File: src/rtl/multicycle_ctrl.sv
// multicycle_ctrl: RV32I multicycle control FSM sequencing fetch, decode, execute, memory and writeback.
// Holds the instruction register; traps stickily on illegal opcode or memory timeout.
module multicycle_ctrl #(
    parameter int TIMEOUT_W = 4
) (
    input  logic        clk,
    input  logic        rst_n,
    output logic        imem_req,
    input  logic        imem_ready,
    input  logic [31:0] imem_rdata,
    output logic [31:0] instr,
    output logic [2:0]  imm_sel,
    output logic        alu_src_imm,
    output logic [1:0]  alu_op,
    input  logic        branch_taken,
    output logic        pc_we,
    output logic        pc_sel,
    output logic        dmem_req,
    output logic        dmem_we,
    input  logic        dmem_ready,
    output logic        rf_we,
    output logic [1:0]  wb_sel,
    output logic [1:0]  err_code
);
    typedef enum logic [2:0] {S_FETCH, S_DECODE, S_EXEC, S_MEM, S_WB, S_TRAP} state_t;
    localparam logic [TIMEOUT_W-1:0] CNT_LAST = {{(TIMEOUT_W-1){1'b1}}, 1'b0};

    state_t               state_q, state_d;
    logic [31:0]          instr_q, instr_d;
    logic [TIMEOUT_W-1:0] cnt_q, cnt_d;
    logic [1:0]           err_q, err_d;
    logic                 is_opimm, is_load, is_op, is_store, is_branch, is_lui, is_jal, is_legal;
    logic                 st_ex, st_mem, st_wb;

    assign is_opimm  = instr_q[6:0] == 7'b0010011;
    assign is_load   = instr_q[6:0] == 7'b0000011;
    assign is_op     = instr_q[6:0] == 7'b0110011;
    assign is_store  = instr_q[6:0] == 7'b0100011;
    assign is_branch = instr_q[6:0] == 7'b1100011;
    assign is_lui    = instr_q[6:0] == 7'b0110111;
    assign is_jal    = instr_q[6:0] == 7'b1101111;
    assign is_legal  = is_opimm | is_load | is_op | is_store | is_branch | is_lui | is_jal;

    always_ff @(posedge clk or negedge rst_n) begin
        if (!rst_n) begin
            state_q <= S_FETCH;
            instr_q <= '0;
            cnt_q   <= '0;
            err_q   <= 2'b00;
        end else begin
            state_q <= state_d;
            instr_q <= instr_d;
            cnt_q   <= cnt_d;
            err_q   <= err_d;
        end
    end

    // A ready arriving on the limit cycle is checked first, so it wins over the timeout.
    always_comb begin
        state_d = state_q;
        instr_d = instr_q;
        cnt_d   = cnt_q;
        err_d   = err_q;
        case (state_q)
            S_FETCH: begin
                if (imem_ready) begin
                    instr_d = imem_rdata;
                    cnt_d   = '0;
                    state_d = S_DECODE;
                end else begin
                    cnt_d = cnt_q + 1'b1;
                    if (cnt_q == CNT_LAST) begin
                        state_d = S_TRAP;
                        err_d   = 2'b10;
                    end
                end
            end
            S_DECODE: begin
                state_d = is_legal ? S_EXEC : S_TRAP;
                err_d   = is_legal ? err_q : 2'b01;
            end
            S_EXEC:   state_d = is_branch ? S_FETCH : (is_load | is_store) ? S_MEM : S_WB;
            S_MEM: begin
                if (dmem_ready) begin
                    cnt_d   = '0;
                    state_d = is_load ? S_WB : S_FETCH;
                end else begin
                    cnt_d = cnt_q + 1'b1;
                    if (cnt_q == CNT_LAST) begin
                        state_d = S_TRAP;
                        err_d   = 2'b11;
                    end
                end
            end
            S_WB:     state_d = S_FETCH;
            default:  state_d = S_TRAP;
        endcase
    end

    assign st_ex  = state_q == S_EXEC;
    assign st_mem = state_q == S_MEM;
    assign st_wb  = state_q == S_WB;

    // imem_req is gated by rst_n because reset parks the FSM in FETCH.
    always_comb begin
        imem_req    = rst_n & (state_q == S_FETCH);
        imm_sel     = (state_q == S_TRAP) ? 3'd0 :
                      (is_opimm | is_load) ? 3'd1 :
                      is_store ? 3'd2 : is_branch ? 3'd3 : is_lui ? 3'd4 : is_jal ? 3'd5 : 3'd0;
        alu_src_imm = st_ex & ~(is_op | is_branch);
        alu_op      = !st_ex ? 2'b00 : (is_op | is_opimm) ? 2'b01 :
                      is_branch ? 2'b10 : is_lui ? 2'b11 : 2'b00;
        pc_we       = (st_ex & is_branch) | (st_mem & is_store & dmem_ready) | st_wb;
        pc_sel      = (st_ex & is_branch & branch_taken) | (st_wb & is_jal);
        dmem_req    = st_mem;
        dmem_we     = st_mem & is_store;
        rf_we       = st_wb & (|instr_q[11:7]);
        wb_sel      = !st_wb ? 2'b00 : is_load ? 2'b01 : is_jal ? 2'b10 : is_lui ? 2'b11 : 2'b00;
        err_code    = err_q;
        instr       = instr_q;
    end
endmodule
File: config.mk
export PLATFORM = sky130hd
export DESIGN_NAME = multicycle_ctrl
export DESIGN_NICKNAME = d
export VERILOG_FILES = /design/src/rtl/multicycle_ctrl.sv
export SDC_FILE = /design/constraint.sdc
export NUM_CORES = 1
export LEC_CHECK = 0
export ABC_AREA = 0
export BUFFER_PORTS_ARGS = -buffer_cell sky130_fd_sc_hd__buf_2
export CAP_MARGIN = 20
export CELL_PAD_IN_SITES_DETAIL_PLACEMENT = 1
export CELL_PAD_IN_SITES_GLOBAL_PLACEMENT = 2
export CORE_MARGIN = 10
export CORE_UTILIZATION = 28
export CTS_BUF_LIST = sky130_fd_sc_hd__clkbuf_16
export DETAILED_ROUTE_END_ITERATION = 16
export PLACE_DENSITY_LB_ADDON = 0.1
export SLEW_MARGIN = 5
export SYNTH_ARGS = -nofsm -noshare
export SYNTH_HDL_FRONTEND = slang
export SYNTH_SLANG_ARGS = --single-unit
File: constraint.sdc
create_clock -name clk -period 1.4 [get_ports clk]
set_input_delay 0.14 -clock clk [delete_from_list [all_inputs] [get_ports clk]]
set_output_delay 0.14 -clock clk [all_outputs]
set_load 0.03 [all_outputs]
==> metrics <==
status=finished with violations; failing checks=negative setup slack; count of cell types in the netlist=48; DR WL/cell=approximately 17 microns; final critical-path setup slack=-0.339 ns; total placed instance area=around 3300 sq um; Synth Instances=196; drt drc=0; Tightest Hold Check Type=in -> reg; relative slew slack=0.639; Inserted Diodes=0; Setup Crit Path Kind=reg -> out; worst-skew pair later-pin latency=between 0.2 and 0.3 ns; Seq/Total Area, Yosys=0.440; Design Power=~2.6 mW; period utilisation layout=1.24; area share of and/or/nand/nor cells after synthesis=0.171; Final setup viols=54; top-area cell type share of the netlist area=0.440; Site Rows=33; Core Box Area=8180 sq um; top_reg_cell synth=dfrtp_1; skew final=0.00691 ns; hold path startpoint=imem_rdata[27]; DRT iter0 DRCs=50; largest family of logic cells by synthesized area=multiplexers; critical-path maximum fanout=4; CTS tree=done; full die area=approximately 12000 sq um; power per standard cell area=~620 nW/um^2; R2R setup slack=-0.33 ns; vias in the first global route=2494; CTS H-tree depth=2; CTS Sinks=41; Clk pin slew, worst setup/hold paths=0.06 ns; placed cells=roughly 420; Pleak=between 2 and 2.5 nW; sink of the worst hold path=instr[27]; Worst Path Required=1.26 ns; Longest Clk Path Bufs=2; first-pass GRT wire length=between 10000 and 15000 microns; effective utilization at floorplan=0.285; final hold vios=0; FF-to-FF End=err_code[1]; Post-DP HPWL=a little under 6000 microns; CP Data Arrival Time=between 1.5 and 2 ns; share of layout cells above drive strength 1=0.771; adder-cell share of the synthesized area=0.0107; area delta synth->final=79.0%; synth warn=0; Worst R2R Start=instr[3]; Layout Cells excl Fill=between 400 and 500; EDFF count, synth=0; Max Fclk=575 MHz; GRT Util Overall=0.128; flop and latch count out of synthesis=between 40 and 50; Via-to-Cell Ratio=between 4 and 5; Worst VDD drop=roughly 570 uV; Setup crit end kind=output pin; hold path depth=2; Register Area=a little over 1000 sq um; pre-CTS WS=-0.193 ns; Avg Inst Size Synth=around 12 sq um; worst reg2reg path depth=6; Max Cap Violations=0; largest area contributor in the netlist=dfrtp_1; Synth area leaders=dfrtp_1 (44%), mux2_4 (17%), buf_6 (4.3%); Root Buffer=clkbuf_16; crit path time final=about 1.7 ns; Slew @ Worst Pin=0.541 ns; Post-Syn Area=between 2000 and 2500 sq um; Chip Width=approximately 110 microns; Filler cells=about 900; commonest non-fill, non-tap cell in the layout=buf_2; Synth Area in Compound Gates=0.0982; mux contribution to synthesized area=0.198; footprint of the multi-input gates=1550 sq um; RSZ-0062 raised after global routing=yes; pin count of the biggest net entering global routing=42; I/O pins=between 80 and 90; Routed Antenna Nets=0; initial antenna violation count=1; DR pass1 iterations=4; routability cong.=~0.78; Pins Over Slew Limit=0; grt total ovfl=0; XOR/XNOR share of the synthesized area=0.0150; most frequent cells in the layout=buf_2 (68), buf_4 (52), dfrtp_1 (33); PortBufs=84; detailed-route wire length=between 8000 and 9000 microns; Synth async-reset ratio=1.00; final core occ=0.510; die height=around 110 microns; nets=about 390; fin area=4170 sq um; Via Count=2070; Syn Nets=between 200 and 250; Num CTS Buffers=5; Worst setup SP type=flip-flop
[cell type report]
cell class / instances / share of cell area
multi-input combinational: 137 / 0.370
clock inverter: 3 / 0.0102
clock buffer: 5 / 0.0300
inverter: 6 / 0.00540
timing repair buffer: 162 / 0.304
tap: 105 / 0.0315
sequential: 41 / 0.248
[worst max-delay path, cell delays in order, from the launching register on]
cell	delay, ns
dfrtp_1	0.42
or3b_4	0.49
nor4_4	0.24
buf_6	0.17
[power by group]
part	leakage [nW]	internal, mW	switching, mW
Sequential	0.519	1.18	0
Combinational	1.44	0.0457	0.0467
Clock	0.0852	0.838	0.465
Total	2.04	2.07	0.512
[synthesized netlist by cell type (2+ instances only)]
cell and number:
a21o_1 2, a21oi_1 4, a31oi_1 3, and2_1 4, and3_1 4, buf_6 9, clkbuf_8 2, dfrtp_1 41
ha_1 2, inv_1 5, mux2_2 5, mux2_4 27, nand2_1 12, nand2b_1 3, nand3_1 5, nor2_1 15
nor2b_1 2, nor3_1 6, nor3_2 2, nor4_1 3, nor4b_1 2, o21ai_0 8, or2_2 2, or3_1 2
xnor2_1 2, xor2_1 2
[worst max path at each step]
stage / startpoint / to
after floorplan: instr[4] / dmem_we
after global placement: state_q[2] / instr[17]
after detailed placement: state_q[1] / err_code[0]
after CTS: instr[2] / imm_sel[0]
after global routing: instr[6] / imm_sel[0]
final: state_q[0] / alu_op[1]
[registers in the layout, indices dropped and copies added, names as in the netlist]
name      count
instr        32
err_code      2
state_q       3
cnt_q         4
[kinds of logic after synthesis]
kind of cell | count (synthesis)
compound gates | 30
xor+xnor | 4
fa+ha+maj | 2
buf+inv | 18
flops | 41
mux | 32
simple gates | 69
[per-stage QoR]
step | setup TNS (ns) | hold slack, ns
floorplan | -3.30 | -0.156
global placement | -6.86 | 0.303
detailed placement | -6.74 | 0.303
CTS | -11.84 | 0.0763
global route | -16.73 | 0.0837
finish | -12.83 | 0.0839
[routing by layer]
layer  routed length, microns  GRT usage
met2                     4110      0.222
met5                        7          0
met1                     3250      0.143
met3                      598     0.0525
met4                       59     0.0266
[repair_timing]
action,4_1_cts,5_1_grt
endpoints found under the setup margin,54,57
setup buffers,22,12
cloned,2,0
gates resized for setup,98,25
hold endpoints to repair,13,0
hold buffers,1,0
pin swaps,24,10
No activity file was read; power rests on OpenSTA's default activity.
